$ cat config.mk
export PLATFORM = sky130hd
export DESIGN_NAME = change_dispenser
export DESIGN_NICKNAME = d
export VERILOG_FILES = /design/src/rtl/change_dispenser_pkg.sv /design/src/rtl/change_dispenser_stock.sv /design/src/rtl/change_dispenser.sv
export SDC_FILE = /design/constraint.sdc
export NUM_CORES = 1
export LEC_CHECK = 0
export CELL_PAD_IN_SITES_DETAIL_PLACEMENT = 0
export CELL_PAD_IN_SITES_GLOBAL_PLACEMENT = 1
export CORE_MARGIN = 4
export CORE_UTILIZATION = 35
export CTS_BUF_LIST = sky130_fd_sc_hd__clkbuf_4
export CTS_CLUSTER_DIAMETER = 100
export DETAILED_ROUTE_END_ITERATION = 10
export GPL_ROUTABILITY_DRIVEN = 0
export HOLD_SLACK_MARGIN = 0.08
export PLACE_DENSITY = 0.76
export SYNTH_ARGS = -nofsm -noshare
export SYNTH_HDL_FRONTEND = slang
export SYNTH_SLANG_ARGS = --single-unit
$ cat constraint.sdc
create_clock -name clk -period 4.7 [get_ports clk]
set_input_delay 1.41 -clock clk [delete_from_list [all_inputs] [get_ports clk]]
set_output_delay 1.41 -clock clk [all_outputs]
set_load 0.02 [all_outputs]
$ cat src/rtl/change_dispenser_pkg.sv
// Shared encodings for the change dispenser and the coin input side of the
// vending machine: coin codes on the hopper bus and the dispenser FSM states.
package change_dispenser_pkg;

    // Coin codes as seen on the hopper bus
    localparam logic [1:0] COIN_NONE = 2'b00;
    localparam logic [1:0] COIN_5    = 2'b01;
    localparam logic [1:0] COIN_10   = 2'b10;

    // Dispenser FSM states
    localparam logic [2:0] ST_IDLE   = 3'd0;
    localparam logic [2:0] ST_CHECK  = 3'd1;
    localparam logic [2:0] ST_DIME   = 3'd2;
    localparam logic [2:0] ST_NICKEL = 3'd3;
    localparam logic [2:0] ST_DONE   = 3'd4;
    localparam logic [2:0] ST_REJECT = 3'd5;

    // True for the states that present a coin to the hopper
    function automatic logic is_coin_state(input logic [2:0] st);
        return (st == ST_DIME) || (st == ST_NICKEL);
    endfunction

endpackage

$ cat src/rtl/change_dispenser_stock.sv
// One coin stock counter: loadable and decremented once per coin ejected.
module coin_stock #(
    parameter int W = 6
) (
    input  logic         clk,
    input  logic         rst,
    input  logic         load,
    input  logic [W-1:0] load_val,
    input  logic         dec,
    output logic [W-1:0] count
);

    logic [W-1:0] count_reg;

    // Restock has priority over a decrement; an empty stock never wraps
    always_ff @(posedge clk) begin
        if (rst) begin
            count_reg <= '0;
        end else if (load) begin
            count_reg <= load_val;
        end else if (dec && (count_reg != '0)) begin
            count_reg <= count_reg - W'(1);
        end
    end

    assign count = count_reg;

endmodule

$ cat src/rtl/change_dispenser.sv
// Change dispenser: pays out an amount (in 5-cent units) using dimes first,
// then nickels, after confirming up front that the stock can cover it.
module change_dispenser
    import change_dispenser_pkg::*;
#(
    parameter int AMT_W   = 4,
    parameter int STOCK_W = 6
) (
    input  logic               clk,
    input  logic               rst,
    input  logic               req,
    input  logic [AMT_W-1:0]   amount,
    input  logic               load_en,
    input  logic [STOCK_W-1:0] load_nickels,
    input  logic [STOCK_W-1:0] load_dimes,
    input  logic               coin_ready,
    output logic [1:0]         coin_out,
    output logic               coin_valid,
    output logic               busy,
    output logic               done,
    output logic               short,
    output logic [STOCK_W-1:0] nickel_cnt,
    output logic [STOCK_W-1:0] dime_cnt
);

    // Wide enough for the amount, the stock and 2*d without overflow
    localparam int CW = ((AMT_W > STOCK_W) ? AMT_W : STOCK_W) + 2;

    logic [2:0]       state_reg, state_next;
    logic [AMT_W-1:0] remaining_reg, remaining_next;

    logic             xfer;
    logic             dime_dec, nickel_dec, stock_load;
    logic [CW-1:0]    rem_ext, dime_ext, nickel_ext, half_ext, d_sel, n_need;
    logic [AMT_W-1:0] rem_after_dime;
    logic [STOCK_W-1:0] dimes_after;

    assign xfer       = coin_ready && is_coin_state(state_reg);
    assign dime_dec   = xfer && (state_reg == ST_DIME);
    assign nickel_dec = xfer && (state_reg == ST_NICKEL);
    assign stock_load = (state_reg == ST_IDLE) && load_en && !req;

    // Feasibility check arithmetic: d = min(dimes, remaining/2), n = rest
    always_comb begin
        rem_ext    = CW'(remaining_reg);
        dime_ext   = CW'(dime_cnt);
        nickel_ext = CW'(nickel_cnt);
        half_ext   = rem_ext >> 1;
        d_sel      = (dime_ext < half_ext) ? dime_ext : half_ext;
        n_need     = rem_ext - (d_sel << 1);
    end

    assign rem_after_dime = remaining_reg - AMT_W'(2);
    assign dimes_after    = dime_cnt - STOCK_W'(1);

    // Next-state and remaining-amount logic
    always_comb begin
        state_next     = state_reg;
        remaining_next = remaining_reg;
        case (state_reg)
            ST_IDLE: begin
                if (req) begin
                    remaining_next = amount;
                    state_next     = ST_CHECK;
                end
            end
            ST_CHECK: begin
                if (n_need > nickel_ext)
                    state_next = ST_REJECT;
                else if (d_sel != '0)
                    state_next = ST_DIME;
                else if (n_need != '0)
                    state_next = ST_NICKEL;
                else
                    state_next = ST_DONE;
            end
            ST_DIME: begin
                if (coin_ready) begin
                    remaining_next = rem_after_dime;
                    if ((rem_after_dime >= AMT_W'(2)) && (dimes_after != '0))
                        state_next = ST_DIME;
                    else if (rem_after_dime != '0)
                        state_next = ST_NICKEL;
                    else
                        state_next = ST_DONE;
                end
            end
            ST_NICKEL: begin
                if (coin_ready) begin
                    remaining_next = remaining_reg - AMT_W'(1);
                    if (remaining_reg == AMT_W'(1))
                        state_next = ST_DONE;
                end
            end
            ST_DONE:   state_next = ST_IDLE;
            ST_REJECT: state_next = ST_IDLE;
            default:   state_next = ST_IDLE;
        endcase
    end

    // State and remaining-amount registers; reset aborts any payout
    always_ff @(posedge clk) begin
        if (rst) begin
            state_reg     <= ST_IDLE;
            remaining_reg <= '0;
        end else begin
            state_reg     <= state_next;
            remaining_reg <= remaining_next;
        end
    end

    coin_stock #(.W(STOCK_W)) u_nickels (
        .clk      (clk),
        .rst      (rst),
        .load     (stock_load),
        .load_val (load_nickels),
        .dec      (nickel_dec),
        .count    (nickel_cnt)
    );

    coin_stock #(.W(STOCK_W)) u_dimes (
        .clk      (clk),
        .rst      (rst),
        .load     (stock_load),
        .load_val (load_dimes),
        .dec      (dime_dec),
        .count    (dime_cnt)
    );

    // Outputs decode directly from the state register
    assign coin_valid = is_coin_state(state_reg);
    assign coin_out   = (state_reg == ST_DIME)   ? COIN_10 :
                        (state_reg == ST_NICKEL) ? COIN_5  : COIN_NONE;
    assign busy       = (state_reg != ST_IDLE);
    assign done       = (state_reg == ST_DONE);
    assign short      = (state_reg == ST_REJECT);

endmodule

After elaboration in Yosys (flattened, before gate mapping)
Cells that the tools add are included.
W data, S select, Z words.
{"block": "classes", "n_shift": 0, "mux": 21, "n_addsub": 5, "magnitude_cmp": 3, "n_mul": 0, "n_eq_ne": 10, "n_bitwise": 0, "div_mod_pow": 0, "reduce_logical": 23}
{"op": "$mux W6", "count": 5}
{"op": "$mux W3", "count": 9}
{"op": "$reduce_bool A6 Y1", "count": 3}
{"op": "$reduce_bool A8 Y1", "count": 2}
{"op": "$mux W4", "count": 3}
{"op": "$pmux W3 S4", "count": 1}
{"op": "$pmux W4 S3", "count": 1}
{"op": "$sub A6 B1 Y6 const B", "count": 2}
{"op": "$gt A8 B6 Y1", "count": 1}
{"op": "$logic_and A1 B1 Y1", "count": 8}
{"op": "$reduce_and A4 Y1", "count": 2}
{"op": "$sub A4 B7 Y8", "count": 1}
{"op": "$eq A3 B2 Y1 const B", "count": 2}
{"op": "$eq A3 B3 Y1 const B", "count": 2}
{"op": "$lt A6 B3 Y1", "count": 1}
{"op": "$ne A2 B2 Y1 const B", "count": 3}
{"op": "$reduce_bool A3 Y1", "count": 2}
{"op": "$eq A4 B1 Y1 const B", "count": 1}
{"op": "$ge A4 B2 Y1 const B", "count": 1}
{"op": "$reduce_bool A2 Y1", "count": 2}
{"op": "$reduce_bool A4 Y1", "count": 1}
{"op": "$sub A4 B1 Y4 const B", "count": 1}
{"op": "$sub A4 B2 Y4 const B", "count": 1}
{"op": "$eq A3 B1 Y1 const B", "count": 1}
{"op": "6 further kinds", "count": 6}
{"block": "totals", "output_inout_bits": 18, "n_memories": 0, "romBits": 0, "register_bits": 19, "wordCells": 66, "ram_bits": 0, "latchBits": 0}

Longest topological paths before layout
{"block": "depth", "depth_word": 8, "depth_mapped": 18, "mapped_depth_nobuf": 17}

Cells and area by module
Synthesis repeated with hierarchy kept, for this count alone.
{"block": "unflattened", "cells_unflattened": 223, "hier_area_um2": 1809.2}
{"mod": "change_dispenser", "seq_area_each_um2": 140.1, "instances": 1, "cells_per_inst": 139, "area_per_inst_um2": 1061.0}
{"mod": "coin_stock", "seq_area_each_um2": 120.1, "instances": 2, "cells_per_inst": 42, "area_per_inst_um2": 374.1}

Least setup slack after synthesis
OpenSTA, ideal clock, no wires.
{"block": "synth_path", "path_type": "register -> register", "from": "reg u_dimes.count_reg[1], in the netlist u_dimes.count[1]", "to": "reg state_reg[0]", "arrival_ps": 3185, "stages_incl_launch_ff": 17, "synth_period_minus_slack_ps": 3318, "required_time_ps": 4567, "n_path_buf": 1, "path_slack_ps": 1382, "path_cell_list": "dfxtp_1 ha_1 o21ai_0 o21a_1 buf_4 nand2_1 o21ai_0 ha_1 inv_1 ha_1 a21oi_1 xnor2_1 ha_1 a21o_1 a2111oi_0 o22a_1 o221ai_1"}
{"block": "synth_between", "elab_chain_len": 8, "word_cells_on_any_way": 15, "classes_between": "2 x add/sub; 2 x order compare; 7 x mux; 4 x reduce/logical"}
{"element": "start: declaration", "line": "change_dispenser_stock.sv:13", "source": "logic [W-1:0] count_reg;"}
{"element": "start signal: assignment", "line": "change_dispenser_stock.sv:20", "source": "count_reg <= load_val;"}
{"element": "start signal: assignment", "line": "change_dispenser_stock.sv:22", "source": "count_reg <= count_reg - W'(1);"}
{"element": "branches (longest 7 deep; another with $sub A4 B7 Y8)"}
{"element": "$pmux W3 S4 *", "line": "change_dispenser.sv:60", "source": "case (state_reg)"}
{"element": "end signal: assignment", "line": "change_dispenser.sv:107", "source": "state_reg <= state_next;"}
{"element": "end: declaration", "line": "change_dispenser.sv:29", "source": "logic [2:0] state_reg, state_next;"}
Every way passes the cells marked *. The select of a mux whose other input is x is not followed.
A chain may end at the register's enable or synchronous reset.

Worst setup path in the final report
{"block": "layout_path", "from": "reg remaining_reg[2]", "to": "reg state_reg[0]"}
{"block": "layout_between", "elab_chain_len": 8, "word_cells_on_any_way": 20, "classes_between": "2 x add/sub; 3 x order compare; 2 x eq/ne; 8 x mux; 5 x reduce/logical"}
{"element": "start: declaration", "line": "change_dispenser.sv:30", "source": "logic [AMT_W-1:0] remaining_reg, remaining_next;"}
{"element": "start signal: assignment", "line": "change_dispenser.sv:108", "source": "remaining_reg <= remaining_next;"}
{"element": "branches (longest 8 deep; another with $sub A4 B7 Y8)"}
Several ways; the timed one is not identified. The select of a mux whose other input is x is not followed.

==> summary.md <==
| Metric | Value |
|---|---|
| Wire length of the first global-routing pass | 7.19 mm |
| Relative contribution of the clock network to total power | 0.081 |
| Clock tree buffer depth | 2 |
| GR Overflow Total | 0 |
| Buf/Inv on CP | 2 |
| Fraction of registers with async set or reset after synthesis | 0 |
| Routed vias | 1558 |
| Detail Placement HPWL | approximately 3.4 mm |
| Setup Total Neg Slack | 0 ns |
| DRT Wirelength | 4.28 mm |
| CTS tree | built |
| Number of iterations in the first detailed-routing pass | 4 |
| Tightest Hold Check Type | reg2reg |
| Vias in the first global route | 1565 |
| Share of Yosys cell area claimed by the top area cell type | 0.215 |
| Cells after Synth | between 200 and 250 |
| Status | completed |
| Max-cap check violation count | 0 |
| Mean number of vias per cell | about 5.0 |
| Number of flops mapped to enable cells by yosys | 0 |
| Register Area | 380 µm² |
| Power per Cell Area | between 500 and 600 nW/µm² |
| Worst-path fanout max | 9 |
| Final setup skew | 0.0247 ns |
| Static power due to leakage | 0.853 nW |
| Commonest non-fill, non-tap cell in the layout | sky130_fd_sc_hd__clkdlybuf4s50_1 |
| Peak VDD IR | ~0.25 mV |
| Sw Ratio | 0.487 |
| Sequential-to-total area share from yosys stat | 0.215 |
| Most used flip-flop cell after synthesis | sky130_fd_sc_hd__dfxtp_1 |
| Final hold viol count | 0 |
| Final cycle utilization of the critical path | 0.776 |
| Die boundary width | 79.2 µm |
| Combinational Power Share | 0.672 |
| Post-route DRC violation count | 0 |
| Total track usage | 0.142 |
| Post-layout util | 0.460 |
| CP required | 4.88 ns |
| Root buffer cell | sky130_fd_sc_hd__clkbuf_4 |
| Reg power frac | 0.247 |
| Area delta synth->final | 25.0% |
| Highest clock rate | 274 MHz |
| Y dimension of the die | 79.2 µm |
| Most common cell on crit path | sky130_fd_sc_hd__ha_1 |
| Final nets | 289 |
| Number of core rows | 25 |
| Post-Synthesis Mean Instance Area | 8.28 µm² |
| Maximum number of pins on one net before global-route repair | 23 |
| Largest delay share family, worst path | compound AO/OA/AOI/OAI gates |
| Library cells used by synthesis | a little over 50 |
| Num CTS Buffers | 3 |
| Core area | just under 5000 µm² |
| Number of antenna repair diodes | 0 |
| Critical-path cell with the highest stage delay | sky130_fd_sc_hd__dfxtp_1 |
| Detailed Route Iter0 Violations | 88 |
| Setup CP Type | reg2reg |
| Number of cells upsized or downsized after cts | 0 |
| Warnings, synthesis | 0 |
| Minimum hold slack | 0.510 ns |
| Effective utilization at floorplan | 0.368 |
| Total area of multi-input combinational cells | 1250 µm² |
| Fillers | approximately 490 |
| Final number of setup-violating endpoints | 0 |
| Measured slew at the worst slew-check pin | 0.952 ns |
| Crit path launch type | flip-flop |
| Ratio of cells with drive above 1 in the final layout | 0.113 |
| Min Tclk post-route | 3.65 ns |
| Post-route ant nets | 0 |
| Initial antenna violation count | 0 |
| Category of the worst setup path capture point | flip-flop |
| Largest area contributor in the netlist | sky130_fd_sc_hd__dfxtp_1 |
| Post-CTS setup-driven buffer insertion count | 0 |
| Total nets after synthesis | between 200 and 300 |
| I/O pins | 39 |
| Hold buffers post-CTS | 0 |
| Clock sink count | 19 |
| Post-detailed-route wirelength per cell | 13.6 µm |
| Synth Register Bits | 19 |
| Net switching power figure | 547 µW |
| Clk_lat worst skew | 0.32 ns |
| Critical Path AT | 3.83 ns |
| Number of H-tree levels | 1 |
| Cell types occupying the most area after synthesis | sky130_fd_sc_hd__dfxtp_1 (21%), sky130_fd_sc_hd__ha_1 (14%), sky130_fd_sc_hd__a211oi_2 (7.1%) |
| Final-report max-slew violation count | 0 |
| Buffers on Ports | 38 |
| Combined area of all synthesized cells | about 1800 µm² |
| Chain of cells forming the critical path | inv_1, ha_1, o21ai_0, o21a_1, nand2_1, o21ai_0, ha_1, inv_1, ha_1, a21oi_1, xnor2_1, ha_1, a21o_1, a2111oi_0, o22a_1, o221ai_1 |
| Worst relative slew slack | 0.365 |
| Commonest cells after routing, fill and taps aside | sky130_fd_sc_hd__clkdlybuf4s50_1 (38), sky130_fd_sc_hd__nor2_1 (21), sky130_fd_sc_hd__inv_1 (20), sky130_fd_sc_hd__ha_1 (20), sky130_fd_sc_hd__dfxtp_1 (19) |
| Biggest cell delay along the critical path | 0.41 ns |
| Total die area | 6270 µm² |
| Setup repair after global routing missed its margin | no |
| CTS clock-pin slew for the worst setup and hold paths | about 0.14 ns |
| Cell Int Power | 577 µW |
==> synth_stat cells, drive strengths merged, types with 2 or more instances <==
master    n
xnor2    13
mux2i     5
nor3b     3
nor2     22
nor4      2
nand3     6
or3       3
a21oi    10
clkbuf    4
nor2b     2
inv      22
ha       20
o21a      4
nor3      8
dfxtp    19
o21ai     7
a2111oi   2
a211oi   13
and3      2
a31oi     3
nand2b    2
nand2    15
o211ai    5
buf       6
a31o      2
==> worst min-delay path: stages, from the launching register on <==
cell                      delay (ns)
sky130_fd_sc_hd__dfxtp_1        0.37
sky130_fd_sc_hd__nand2_1        0.07
sky130_fd_sc_hd__a21oi_1        0.05
==> path summary, 6_finish.rpt <==
check | startpoint | end | slack, ns | depth (start not counted)
max | remaining_reg[2]$_SDFFE_PP0P_ | state_reg[0]$_SDFFE_PP0P_ | 1.05 | 16
min | remaining_reg[2]$_SDFFE_PP0P_ | remaining_reg[2]$_SDFFE_PP0P_ | 0.51 | 2
max reg2reg | remaining_reg[2]$_SDFFE_PP0P_ | state_reg[0]$_SDFFE_PP0P_ | 1.05 | 16
min reg2reg | remaining_reg[2]$_SDFFE_PP0P_ | remaining_reg[2]$_SDFFE_PP0P_ | 0.51 | 2
==> through the flow <==
| stage | power, mW | worst slack, ns | cell area (µm²) | instances |
|---|---|---|---|---|
| after floorplan | 0.847 | 1.38 | 1770 | 214 |
| after global placement | 1.04 | 1.23 | 2190 | 310 |
| after detailed placement | 1.04 | 1.11 | 2190 | 310 |
| after CTS | 1.14 | 1.06 | 2220 | 314 |
| after global routing | 1.25 | 0.669 | 2220 | 314 |
| final | 1.12 | 1.05 | 2220 | 314 |
==> kinds of logic (layout without fill, tap and decap cells) <==
logic type	after synthesis	after routing	share of synthesized area
multiplexers	5	5	0.0282
XOR/XNOR	14	14	0.0692
buffers and inverters	32	65	0.0783
AND/OR/NAND/NOR	70	70	0.228
adder cells (fa/ha/maj)	20	20	0.141
flip-flops	19	19	0.215
AO/OA/AOI/OAI	54	54	0.241
==> power by group through the flow <==
stage | logic (mW) | registers, mW | clock network (mW)
global placement | 0.754 | 0.283 | 0
global route | 0.857 | 0.286 | 0.102
CTS | 0.758 | 0.278 | 0.0992
finish | 0.755 | 0.278 | 0.0910
floorplan | 0.573 | 0.273 | 0
detailed placement | 0.755 | 0.282 | 0
==> per-layer routing <==
| layer | vias to the layer above | GRT usage | wire, µm |
|---|---|---|---|
| met5 | - | 0 | 0 |
| met3 | 2 | 0.0306 | 152 |
| li1 | 827 | - | - |
| met4 | 0 | 0.0258 | 20 |
| met2 | 19 | 0.240 | 2010 |
| met1 | 710 | 0.186 | 2100 |
==> area by class of cell <==
type / instances / area share
inverter: 22 / 0.0373
clock buffer: 3 / 0.0102
tap: 67 / 0.0378
sequential: 19 / 0.172
timing repair buffer: 39 / 0.175
multi-input combinational: 163 / 0.566
clock inverter: 1 / 0.00226
Note: power is estimated with default switching activity, not from simulation.
